## config.mk

```make
export PLATFORM = sky130hd
export DESIGN_NAME = piece_controller_flat
export DESIGN_NICKNAME = d
export VERILOG_FILES = /design/src/rtl/piece_controller_pkg.sv /design/src/rtl/piece_controller_if.sv /design/src/rtl/piece_controller_fits.sv /design/src/rtl/piece_controller.sv /design/src/flat_wrapper.sv
export SDC_FILE = /design/constraint.sdc
export NUM_CORES = 1
export LEC_CHECK = 0
export ABC_AREA = 1
export BUFFER_PORTS_ARGS = -buffer_cell sky130_fd_sc_hd__buf_2
export CAP_MARGIN = 10
export CORE_MARGIN = 2
export CORE_UTILIZATION = 35
export DETAILED_ROUTE_END_ITERATION = 10
export PLACE_DENSITY = 0.53
export SETUP_SLACK_MARGIN = 0.05
export SLEW_MARGIN = 30
export SYNTH_ARGS = -nofsm -noshare
export SYNTH_HDL_FRONTEND = slang
export SYNTH_SLANG_ARGS = --single-unit
export TNS_END_PERCENT = 100
```

## constraint.sdc

```tcl
create_clock -name clk -period 7.5 [get_ports clk]
set_clock_uncertainty 0.2 [all_clocks]
set_input_delay 0.375 -clock clk [delete_from_list [all_inputs] [get_ports clk]]
set_output_delay 0.375 -clock clk [all_outputs]
set_load 0.05 [all_outputs]
```

## src/rtl/piece_controller_pkg.sv

```systemverilog
`default_nettype none
// ============================================================================
// Package  : tetris_pkg
// Brief    : Piece/state encodings and the 4x4-box shape table for every
//            tetromino and rotation.
// Revision : 1.0
// ============================================================================
package tetris_pkg;

    typedef enum logic [2:0] {
        PIECE_I = 3'd0,
        PIECE_O = 3'd1,
        PIECE_T = 3'd2,
        PIECE_S = 3'd3,
        PIECE_Z = 3'd4,
        PIECE_J = 3'd5,
        PIECE_L = 3'd6
    } piece_t;

    typedef enum logic [2:0] {
        ST_IDLE     = 3'd0,
        ST_SPAWN    = 3'd1,
        ST_ACTIVE   = 3'd2,
        ST_LOCK     = 3'd3,
        ST_GAMEOVER = 3'd4
    } state_t;

    localparam int         c_SPAWN_Y   = 0;
    localparam logic [1:0] c_SPAWN_ROT = 2'd0;

    // Each entry is {dx[1:0], dy[1:0]}; rotations are clockwise turns inside
    // a 4x4 box (I) or 3x3 box (T,S,Z,J,L). O is the same in all four.
    localparam logic [3:0] c_shape [7][4][4] = '{
        '{'{4'h1, 4'h5, 4'h9, 4'hD}, '{4'h8, 4'h9, 4'hA, 4'hB},
          '{4'hE, 4'hA, 4'h6, 4'h2}, '{4'h7, 4'h6, 4'h5, 4'h4}},
        '{'{4'h4, 4'h8, 4'h5, 4'h9}, '{4'h4, 4'h8, 4'h5, 4'h9},
          '{4'h4, 4'h8, 4'h5, 4'h9}, '{4'h4, 4'h8, 4'h5, 4'h9}},
        '{'{4'h1, 4'h5, 4'h9, 4'h6}, '{4'h4, 4'h5, 4'h6, 4'h1},
          '{4'h9, 4'h5, 4'h1, 4'h4}, '{4'h6, 4'h5, 4'h4, 4'h9}},
        '{'{4'h4, 4'h8, 4'h1, 4'h5}, '{4'h9, 4'hA, 4'h4, 4'h5},
          '{4'h6, 4'h2, 4'h9, 4'h5}, '{4'h1, 4'h0, 4'h6, 4'h5}},
        '{'{4'h0, 4'h4, 4'h5, 4'h9}, '{4'h8, 4'h9, 4'h5, 4'h6},
          '{4'hA, 4'h6, 4'h5, 4'h1}, '{4'h2, 4'h1, 4'h5, 4'h4}},
        '{'{4'h0, 4'h1, 4'h5, 4'h9}, '{4'h8, 4'h4, 4'h5, 4'h6},
          '{4'hA, 4'h9, 4'h5, 4'h1}, '{4'h2, 4'h6, 4'h5, 4'h4}},
        '{'{4'h8, 4'h1, 4'h5, 4'h9}, '{4'hA, 4'h4, 4'h5, 4'h6},
          '{4'h2, 4'h9, 4'h5, 4'h1}, '{4'h0, 4'h6, 4'h5, 4'h4}}
    };

    function automatic piece_t decode_piece(input logic [2:0] raw);
        return (raw == 3'd7) ? PIECE_I : piece_t'(raw);
    endfunction

endpackage
`default_nettype wire

```

## src/rtl/piece_controller_if.sv

```systemverilog
`default_nettype none
// ============================================================================
// Interface : piece_controller_if
// Brief     : Game-control requests, board occupancy and piece outputs.
// Revision  : 1.0
// ============================================================================
interface piece_controller_if #(
    parameter int WIDTH  = 8,
    parameter int HEIGHT = 8,
    parameter int XSIZE  = 3,
    parameter int YSIZE  = 3
);
    logic                          start;
    logic [2:0]                    piece_type;
    logic                          req_left;
    logic                          req_right;
    logic                          req_rot;
    logic                          req_down;
    logic [HEIGHT-1:0][WIDTH-1:0]  board;
    logic [3:0][XSIZE-1:0]         outX;
    logic [3:0][YSIZE-1:0]         outY;
    logic                          enable;
    logic                          lock;
    logic                          game_over;

    modport master (
        output start, piece_type, req_left, req_right, req_rot, req_down, board,
        input  outX, outY, enable, lock, game_over
    );

    modport slave (
        input  start, piece_type, req_left, req_right, req_rot, req_down, board,
        output outX, outY, enable, lock, game_over
    );
endinterface
`default_nettype wire

```

## src/rtl/piece_controller_fits.sv

```systemverilog
`default_nettype none
// ============================================================================
// Module   : piece_fits
// Brief    : Resolves a piece pose to four cells and checks them against the
//            field bounds and locked-board occupancy.
// Revision : 1.0
// ============================================================================
module piece_fits
    import tetris_pkg::*;
#(
    parameter int WIDTH  = 8,
    parameter int HEIGHT = 8,
    parameter int XSIZE  = 3,
    parameter int YSIZE  = 3
) (
    input  piece_t                        i_type,
    input  logic [1:0]                    i_rot,
    input  logic signed [XSIZE+1:0]       i_ox,
    input  logic signed [YSIZE+1:0]       i_oy,
    input  logic [HEIGHT-1:0][WIDTH-1:0]  i_board,
    output logic                          o_fits,
    output logic [3:0][XSIZE-1:0]         o_cx,
    output logic [3:0][YSIZE-1:0]         o_cy
);

    localparam logic signed [XSIZE+1:0] c_XLIM = (XSIZE+2)'(WIDTH);
    localparam logic signed [YSIZE+1:0] c_YLIM = (YSIZE+2)'(HEIGHT);

    logic [3:0] w_ok;

    for (genvar i = 0; i < 4; i++) begin : g_cell
        logic [3:0]              w_off;
        logic signed [XSIZE+1:0] w_x;
        logic signed [YSIZE+1:0] w_y;
        logic                    w_in;

        assign w_off = c_shape[i_type][i_rot][i];
        assign w_x   = i_ox + $signed({{XSIZE{1'b0}}, w_off[3:2]});
        assign w_y   = i_oy + $signed({{YSIZE{1'b0}}, w_off[1:0]});

        // Full signed range checked first so a negative column never aliases
        // onto the right edge after truncation.
        assign w_in    = !w_x[XSIZE+1] && (w_x < c_XLIM) &&
                         !w_y[YSIZE+1] && (w_y < c_YLIM);
        assign w_ok[i] = w_in && !i_board[w_y[YSIZE-1:0]][w_x[XSIZE-1:0]];
        assign o_cx[i] = w_x[XSIZE-1:0];
        assign o_cy[i] = w_y[YSIZE-1:0];
    end

    assign o_fits = &w_ok;

endmodule
`default_nettype wire

```

## src/rtl/piece_controller.sv

```systemverilog
`default_nettype none
// ============================================================================
// Module   : piece_controller
// Brief    : Owns the falling tetromino; validates move/rotate/gravity
//            requests and pulses lock when the piece comes to rest.
// Revision : 1.0
// ============================================================================
module piece_controller
    import tetris_pkg::*;
#(
    parameter int WIDTH   = 8,
    parameter int HEIGHT  = 8,
    parameter int XSIZE   = 3,
    parameter int YSIZE   = 3,
    parameter int SPAWN_X = 2
) (
    input  logic               clk,
    input  logic               reset,
    piece_controller_if.slave  bus
);

    localparam logic signed [XSIZE+1:0] c_SPAWN_OX = (XSIZE+2)'(SPAWN_X);
    localparam logic signed [YSIZE+1:0] c_SPAWN_OY = (YSIZE+2)'(c_SPAWN_Y);
    localparam logic signed [XSIZE+1:0] c_ONE_X    = (XSIZE+2)'(1);
    localparam logic signed [YSIZE+1:0] c_ONE_Y    = (YSIZE+2)'(1);

    state_t                  r_state, w_state_nxt;
    piece_t                  r_type, w_type_nxt;
    logic [1:0]              r_rot, w_rot_nxt;
    logic signed [XSIZE+1:0] r_ox, w_ox_nxt;
    logic signed [YSIZE+1:0] r_oy, w_oy_nxt;

    piece_t                  w_spawn_type;
    piece_t                  w_cand_type;
    logic [1:0]              w_cand_rot;
    logic signed [XSIZE+1:0] w_cand_ox;
    logic signed [YSIZE+1:0] w_cand_oy;
    logic                    w_cand_fits;
    logic                    w_has_req;
    logic                    w_is_down;

    logic [3:0][XSIZE-1:0]   w_cand_cx, w_cur_cx;
    logic [3:0][YSIZE-1:0]   w_cand_cy, w_cur_cy;
    logic                    w_unused_cur_fits;
    logic                    w_enable;
    logic                    w_unused_cand_cells;

    assign w_spawn_type = decode_piece(bus.piece_type);

    // Candidate pose: the spawn pose in SPAWN, otherwise the single
    // highest-priority request applied to the current pose.
    always_comb begin
        w_cand_type = r_type;
        w_cand_rot  = r_rot;
        w_cand_ox   = r_ox;
        w_cand_oy   = r_oy;
        w_has_req   = 1'b0;
        w_is_down   = 1'b0;
        if (r_state == ST_SPAWN) begin
            w_cand_type = w_spawn_type;
            w_cand_rot  = c_SPAWN_ROT;
            w_cand_ox   = c_SPAWN_OX;
            w_cand_oy   = c_SPAWN_OY;
        end else if (r_state == ST_ACTIVE) begin
            w_has_req = 1'b1;
            if (bus.req_rot) begin
                w_cand_rot = r_rot + 2'd1;
            end else if (bus.req_left) begin
                w_cand_ox = r_ox - c_ONE_X;
            end else if (bus.req_right) begin
                w_cand_ox = r_ox + c_ONE_X;
            end else if (bus.req_down) begin
                w_cand_oy = r_oy + c_ONE_Y;
                w_is_down = 1'b1;
            end else begin
                w_has_req = 1'b0;
            end
        end
    end

    piece_fits #(
        .WIDTH  (WIDTH),
        .HEIGHT (HEIGHT),
        .XSIZE  (XSIZE),
        .YSIZE  (YSIZE)
    ) u_cand_fits (
        .i_type  (w_cand_type),
        .i_rot   (w_cand_rot),
        .i_ox    (w_cand_ox),
        .i_oy    (w_cand_oy),
        .i_board (bus.board),
        .o_fits  (w_cand_fits),
        .o_cx    (w_cand_cx),
        .o_cy    (w_cand_cy)
    );

    piece_fits #(
        .WIDTH  (WIDTH),
        .HEIGHT (HEIGHT),
        .XSIZE  (XSIZE),
        .YSIZE  (YSIZE)
    ) u_cur_fits (
        .i_type  (r_type),
        .i_rot   (r_rot),
        .i_ox    (r_ox),
        .i_oy    (r_oy),
        .i_board (bus.board),
        .o_fits  (w_unused_cur_fits),
        .o_cx    (w_cur_cx),
        .o_cy    (w_cur_cy)
    );

    assign w_unused_cand_cells = ^{w_cand_cx, w_cand_cy};

    always_comb begin
        w_state_nxt = r_state;
        w_type_nxt  = r_type;
        w_rot_nxt   = r_rot;
        w_ox_nxt    = r_ox;
        w_oy_nxt    = r_oy;
        case (r_state)
            ST_IDLE: begin
                if (bus.start) w_state_nxt = ST_SPAWN;
            end
            ST_SPAWN: begin
                w_type_nxt  = w_cand_type;
                w_rot_nxt   = w_cand_rot;
                w_ox_nxt    = w_cand_ox;
                w_oy_nxt    = w_cand_oy;
                w_state_nxt = w_cand_fits ? ST_ACTIVE : ST_GAMEOVER;
            end
            ST_ACTIVE: begin
                if (w_has_req) begin
                    if (w_cand_fits) begin
                        w_rot_nxt = w_cand_rot;
                        w_ox_nxt  = w_cand_ox;
                        w_oy_nxt  = w_cand_oy;
                    end else if (w_is_down) begin
                        w_state_nxt = ST_LOCK;
                    end
                end
            end
            ST_LOCK: begin
                w_state_nxt = ST_SPAWN;
            end
            ST_GAMEOVER: begin
                if (bus.start) w_state_nxt = ST_SPAWN;
            end
            default: begin
                w_state_nxt = ST_IDLE;
            end
        endcase
    end

    always_ff @(posedge clk) begin
        if (reset) begin
            r_state <= ST_IDLE;
            r_type  <= PIECE_I;
            r_rot   <= 2'd0;
            r_ox    <= '0;
            r_oy    <= '0;
        end else begin
            r_state <= w_state_nxt;
            r_type  <= w_type_nxt;
            r_rot   <= w_rot_nxt;
            r_ox    <= w_ox_nxt;
            r_oy    <= w_oy_nxt;
        end
    end

    assign w_enable      = (r_state == ST_ACTIVE) || (r_state == ST_LOCK);
    assign bus.enable    = w_enable;
    // The board writer samples lock on the same edge that applies reset.
    assign bus.lock      = (r_state == ST_LOCK) && !reset;
    assign bus.game_over = (r_state == ST_GAMEOVER);
    assign bus.outX      = w_enable ? w_cur_cx : '0;
    assign bus.outY      = w_enable ? w_cur_cy : '0;

endmodule
`default_nettype wire

```

## src/flat_wrapper.sv

```systemverilog
// flat-port wrapper written by rule: the top's interface ports become plain ports
module piece_controller_flat import tetris_pkg::*;
#(
    parameter int WIDTH   = 8,
    parameter int HEIGHT  = 8,
    parameter int XSIZE   = 3,
    parameter int YSIZE   = 3,
    parameter int SPAWN_X = 2
)
  (clk, reset, bus_start, bus_piece_type, bus_req_left, bus_req_right, bus_req_rot, bus_req_down, bus_board, bus_outX, bus_outY, bus_enable, bus_lock, bus_game_over);
  piece_controller_if #(.WIDTH(WIDTH), .HEIGHT(HEIGHT), .XSIZE(XSIZE), .YSIZE(YSIZE)) bus_i ();
  input  logic clk;
  input  logic reset;
  input wire logic [$bits(bus_i.start)-1:0] bus_start;
  input wire logic [$bits(bus_i.piece_type)-1:0] bus_piece_type;
  input wire logic [$bits(bus_i.req_left)-1:0] bus_req_left;
  input wire logic [$bits(bus_i.req_right)-1:0] bus_req_right;
  input wire logic [$bits(bus_i.req_rot)-1:0] bus_req_rot;
  input wire logic [$bits(bus_i.req_down)-1:0] bus_req_down;
  input wire logic [$bits(bus_i.board)-1:0] bus_board;
  output wire logic [$bits(bus_i.outX)-1:0] bus_outX;
  output wire logic [$bits(bus_i.outY)-1:0] bus_outY;
  output wire logic [$bits(bus_i.enable)-1:0] bus_enable;
  output wire logic [$bits(bus_i.lock)-1:0] bus_lock;
  output wire logic [$bits(bus_i.game_over)-1:0] bus_game_over;
  assign bus_i.start = bus_start;
  assign bus_i.piece_type = bus_piece_type;
  assign bus_i.req_left = bus_req_left;
  assign bus_i.req_right = bus_req_right;
  assign bus_i.req_rot = bus_req_rot;
  assign bus_i.req_down = bus_req_down;
  assign bus_i.board = bus_board;
  assign bus_outX = bus_i.outX;
  assign bus_outY = bus_i.outY;
  assign bus_enable = bus_i.enable;
  assign bus_lock = bus_i.lock;
  assign bus_game_over = bus_i.game_over;
  piece_controller #(.WIDTH(WIDTH), .HEIGHT(HEIGHT), .XSIZE(XSIZE), .YSIZE(YSIZE), .SPAWN_X(SPAWN_X)) u_core (.clk(clk), .reset(reset), .bus(bus_i));
endmodule
```

==> impl_summary.txt <==
----------------------------------------------------
[Logic synthesis]
  Synthesized-area fraction occupied by and/or/nand/nor cells ... 33.97%
  Xor/xnor share of the synthesized area ... 1.916%
  Portion of netlist area occupied by mux cells ... 0%
  Leading area contributor after synthesis ... sky130_fd_sc_hd__o21ai_0
  Cells taking the most area after synthesis ... sky130_fd_sc_hd__o21ai_0 (14%), sky130_fd_sc_hd__a21oi_1 (11%), sky130_fd_sc_hd__nand2_1 (11%)
  Area of the mapped netlist ... 6401 um2
  Synthesis-stage register bit count ... 18
  Count of flip-flops with a built-in enable after synthesis ... 0
  Post-Syn Instances ... 1,171
  Ranking of synthesized cells by instance count ... sky130_fd_sc_hd__nand2_1 (194), sky130_fd_sc_hd__inv_1 (180), sky130_fd_sc_hd__o21ai_0 (173), sky130_fd_sc_hd__a21oi_1 (147), sky130_fd_sc_hd__nor2_1 (105)
  Area share of the largest cell type after synthesis ... 13.53%
  Sequential element share of the synthesized area ... 5.629%
  Synth Area in Adders ... 12.82%
  Largest family of logic cells by synthesized area ... simple AND/OR/NAND/NOR gates
  Share of the synthesized area in compound gates (AO/OA/AOI/OAI) ... 30.32%
  Nets in the synthesized netlist ... 1,301
  Most used flip-flop cell after synthesis ... sky130_fd_sc_hd__dfxtp_1
  Warnings from Yosys ... 0
  Synth unique cells ... 50
  Most common cell in the netlist ... sky130_fd_sc_hd__nand2_1
  Synth async-reset ratio ... 0%
  Post-synthesis area per instance ... 5.466 um2

[Timing]
  Worst-Margin Slew ... 0.9621 ns
  Setup repair after global routing missed its margin ... no
  Fmax ... 0.1604 GHz
  Max-slew violations ... 0
  Final hold slack ... 0.2269 ns
  Clock period minus final worst setup slack ... 6.234 ns
  Worst slew margin relative to its limit ... 35.37%
  Worst-case setup margin in the final layout ... 1.266 ns
  Final Hold Violating Endpoints ... 0
  Final critical-path share of the clock period ... 83.12%
  Setup Viol. Count Final ... 0
  TNS Setup ... 0 ns

[Setup path]
  Critical Path Sink Type ... flip-flop
  Critical Path Fanout Max ... 22
  Critical path arrival ... 6.23 ns
  Cell type with the highest occurrence count on the critical path ... sky130_fd_sc_hd__nand2_1
  End point of the critical path ... u_core.r_rot[0]$_SDFFE_PP0P_
  Critical R2R Capture ... u_core.r_rot[0]$_SDFFE_PP0P_
  Longest individual stage delay on the worst path ... 0.58 ns
  Setup crit start kind ... flip-flop
  Setup slack, reg-to-reg ... 1.27 ns
  Family of cells with the greatest summed delay on the critical path ... simple AND/OR/NAND/NOR gates
  Start point of the critical path ... u_core.r_rot[0]$_SDFFE_PP0P_
  Cell with the largest stage delay on the worst path ... sky130_fd_sc_hd__inv_1
  Req. time, crit path ... 7.50 ns
  Startpoint of the most critical register-to-register path ... u_core.r_rot[0]$_SDFFE_PP0P_
  R2R depth ... 27
  Buffering stage count on the worst path with inverters included ... 5
  Startpoint-to-endpoint class of the critical path ... reg -> reg
  Cell count along the critical path ... 27

[Floorplanning]
  DIE AREA ... 19,390 um2
  DIE HEIGHT ... 139.2 um
  Number of primary I/O pins ... 101
  Total number of placement rows ... 49
  Area inside the core boundary ... 17,960 um2
  Overall die width ... 139.2 um
  Starting density of the core ... 35.63%

[Clocking]
  Clk sink count ... 18
  H-tree levels ... 1
  Hold-fix buffers at CTS ... 0
  Clock transition time at the flip-flop clock pins of the worst setup and hold paths ... 0.06 ns
  CTS Buf Count ... 3
  Count of cells resized by post-cts repair ... 0
  Number of buffers between clock root and the deepest sink ... 2
  Cell at the root of the clock tree ... sky130_fd_sc_hd__clkbuf_16
  Number of buffers inserted by post-CTS setup repair ... 0
  Clock latency of the later-clocked register in the worst-skew pair ... 0.25 ns
  TritonCTS clock tree ... yes

[Final layout]
  Number of nets in the final layout ... 1,355
  Fraction of final layout cells with drive strength greater than 1 ... 12.91%
  Utilization after layout ... 39.49%
  Finished Layout Cells ... 1,453
  Antenna diode count ... 0
  Area delta synth->final ... 10.83%

[Place]
  Number of placed cells counting well taps ... 1,449
  Port bufs ... 100
  Pre-CTS setup slack ... 1.431 ns
  Estimated wirelength of the detail-placed design ... 18,790 um
  Last weighted congestion value of the routability-driven placer ... 0.9855

[GRT]
  Combined global-route utilization of all metal layers ... 23.92%
  Vias in the first global route ... 7,176
  Total congestion overflow ... 0
  Largest net degree at the start of global routing ... 65
  Antenna violations before repair ... 0
  First-pass GRT wire length ... 38,400 um

[Drt]
  Detailed router's first-iteration violation count ... 724
  Post-detailed-route wirelength per cell ... 16.39 um
  Post-detailed-routing wire length ... 23,810 um
  Drc violations ... 0
  Number of optimization iterations in the first detailed-route pass ... 6
  Total via count after detailed routing ... 7,967
  Detail-routed via count per cell ... 5.483
  Antenna violation net count after detailed routing ... 0

[Job]
  Max-cap violations ... 0

[Status]
  Run status ... finished clean

[Power]
  Peak VDD IR ... 0.1345 mV
  Static Leakage ... 0.003633 uW
  PwrDens ... 380.9 nW/um2

[Hold path]
  Kind of path behind the tightest hold check ... in -> reg

----------------------------------------------------
## stage by stage
stage | power [uW] | instance area, um2
final | 2702 | 7094
after floorplan | 1909 | 6401
after CTS | 2665 | 7094
after global placement | 2549 | 7005
after detailed placement | 2534 | 7005
after global routing | 3013 | 7094
## worst register-to-register path, delay by kind of cell (launching register included)
kind	cells	cell delay (ns)
compound gates	4	0.91
buf+inv	5	1.76
flops	1	0.48
simple gates	16	2.20
fa+ha+maj	2	0.63
## report_power, final
part	leakage [uW]	internal (uW)	switching, uW
clock network	0.0000442	81.4	41.1
logic	0.00344	776	1650
registers	0.000148	114	36.0
total	0.00363	971	1730
## how the worst min path moves through the flow
stage | depth (start not counted) | to | from | slack [ns]
floorplan | 2 | u_core.r_ox[4]$_SDFFE_PP0P_ | u_core.r_ox[4]$_SDFFE_PP0P_ | 0.26
global placement | 2 | u_core.r_ox[4]$_SDFFE_PP0P_ | u_core.r_ox[4]$_SDFFE_PP0P_ | 0.29
detailed placement | 2 | u_core.r_ox[4]$_SDFFE_PP0P_ | u_core.r_ox[4]$_SDFFE_PP0P_ | 0.30
CTS | 2 | u_core.r_state[2]$_SDFFE_PP0P_ | reset | 0.22
global route | 2 | u_core.r_type[2]$_SDFFE_PP0N_ | reset | 0.22
finish | 2 | u_core.r_state[2]$_SDFFE_PP0P_ | reset | 0.23
## per-layer routing
metal / track usage, % / wire length (um)
met4: 4.572 / 492
met3: 1.686 / 1499
met1: 34.47 / 10910
met2: 39.47 / 10910
met5: 0 / 0
## registers in the layout, indices dropped and copies added (netlist names)
register	count
u_core.r_type	3
u_core.r_rot	2
u_core.r_oy	5
u_core.r_state	3
u_core.r_ox	5
## logic make-up (layout without fill, tap and decap cells)
group,count (synthesis),in the layout
buf+inv,253,306
fa+ha+maj,56,56
compound gates,366,366
flops,18,18
simple gates,464,464
xor+xnor,14,14
## cell usage in the layout (no fill, tap or decap), types with 2 or more instances in the layout
cell                        Yosys  final
sky130_fd_sc_hd__nor2_4         3      3
sky130_fd_sc_hd__o211ai_1       2      2
sky130_fd_sc_hd__xor2_1         9      9
sky130_fd_sc_hd__nand3_4        5      5
sky130_fd_sc_hd__a211oi_1       3      3
sky130_fd_sc_hd__nand3_2        2      2
sky130_fd_sc_hd__buf_2          8    100
sky130_fd_sc_hd__xnor2_1        5      5
sky130_fd_sc_hd__a21o_1         7      7
sky130_fd_sc_hd__nand3_1       86     86
sky130_fd_sc_hd__nand2_2       13     13
sky130_fd_sc_hd__ha_1          40     40
sky130_fd_sc_hd__nor2_2         3      3
sky130_fd_sc_hd__a31oi_1       12     12
sky130_fd_sc_hd__nand3b_1       5      5
sky130_fd_sc_hd__nor3_1        13     13
sky130_fd_sc_hd__o21ai_0      173    173
sky130_fd_sc_hd__nor2_1       105    105
sky130_fd_sc_hd__dfxtp_1       18     18
sky130_fd_sc_hd__nand4_1       26     26
sky130_fd_sc_hd__o22ai_1        6      6
sky130_fd_sc_hd__inv_1        180    180
sky130_fd_sc_hd__clkbuf_16      0      3
sky130_fd_sc_hd__inv_2          8      8
sky130_fd_sc_hd__fa_1          16     16
sky130_fd_sc_hd__nand2_1      194    194
sky130_fd_sc_hd__a221oi_1       3      3
sky130_fd_sc_hd__o32ai_1        2      2
sky130_fd_sc_hd__a22oi_1        2      2
sky130_fd_sc_hd__clkinv_1       3      3
sky130_fd_sc_hd__a21oi_1      147    147
sky130_fd_sc_hd__buf_4          0     11
sky130_fd_sc_hd__nand2_4        2      2
## final cells by class
cell class | instances | area, um2
Fill cell | 2066 | 10870
Multi-Input combinational cell | 900 | 5059
Inverter | 191 | 716.9
Timing Repair Buffer | 111 | 583.1
Sequential cell | 18 | 360.3
Tap cell | 229 | 286.5
Clock buffer | 4 | 88.84
Note: power is estimated with default switching activity, not from simulation.
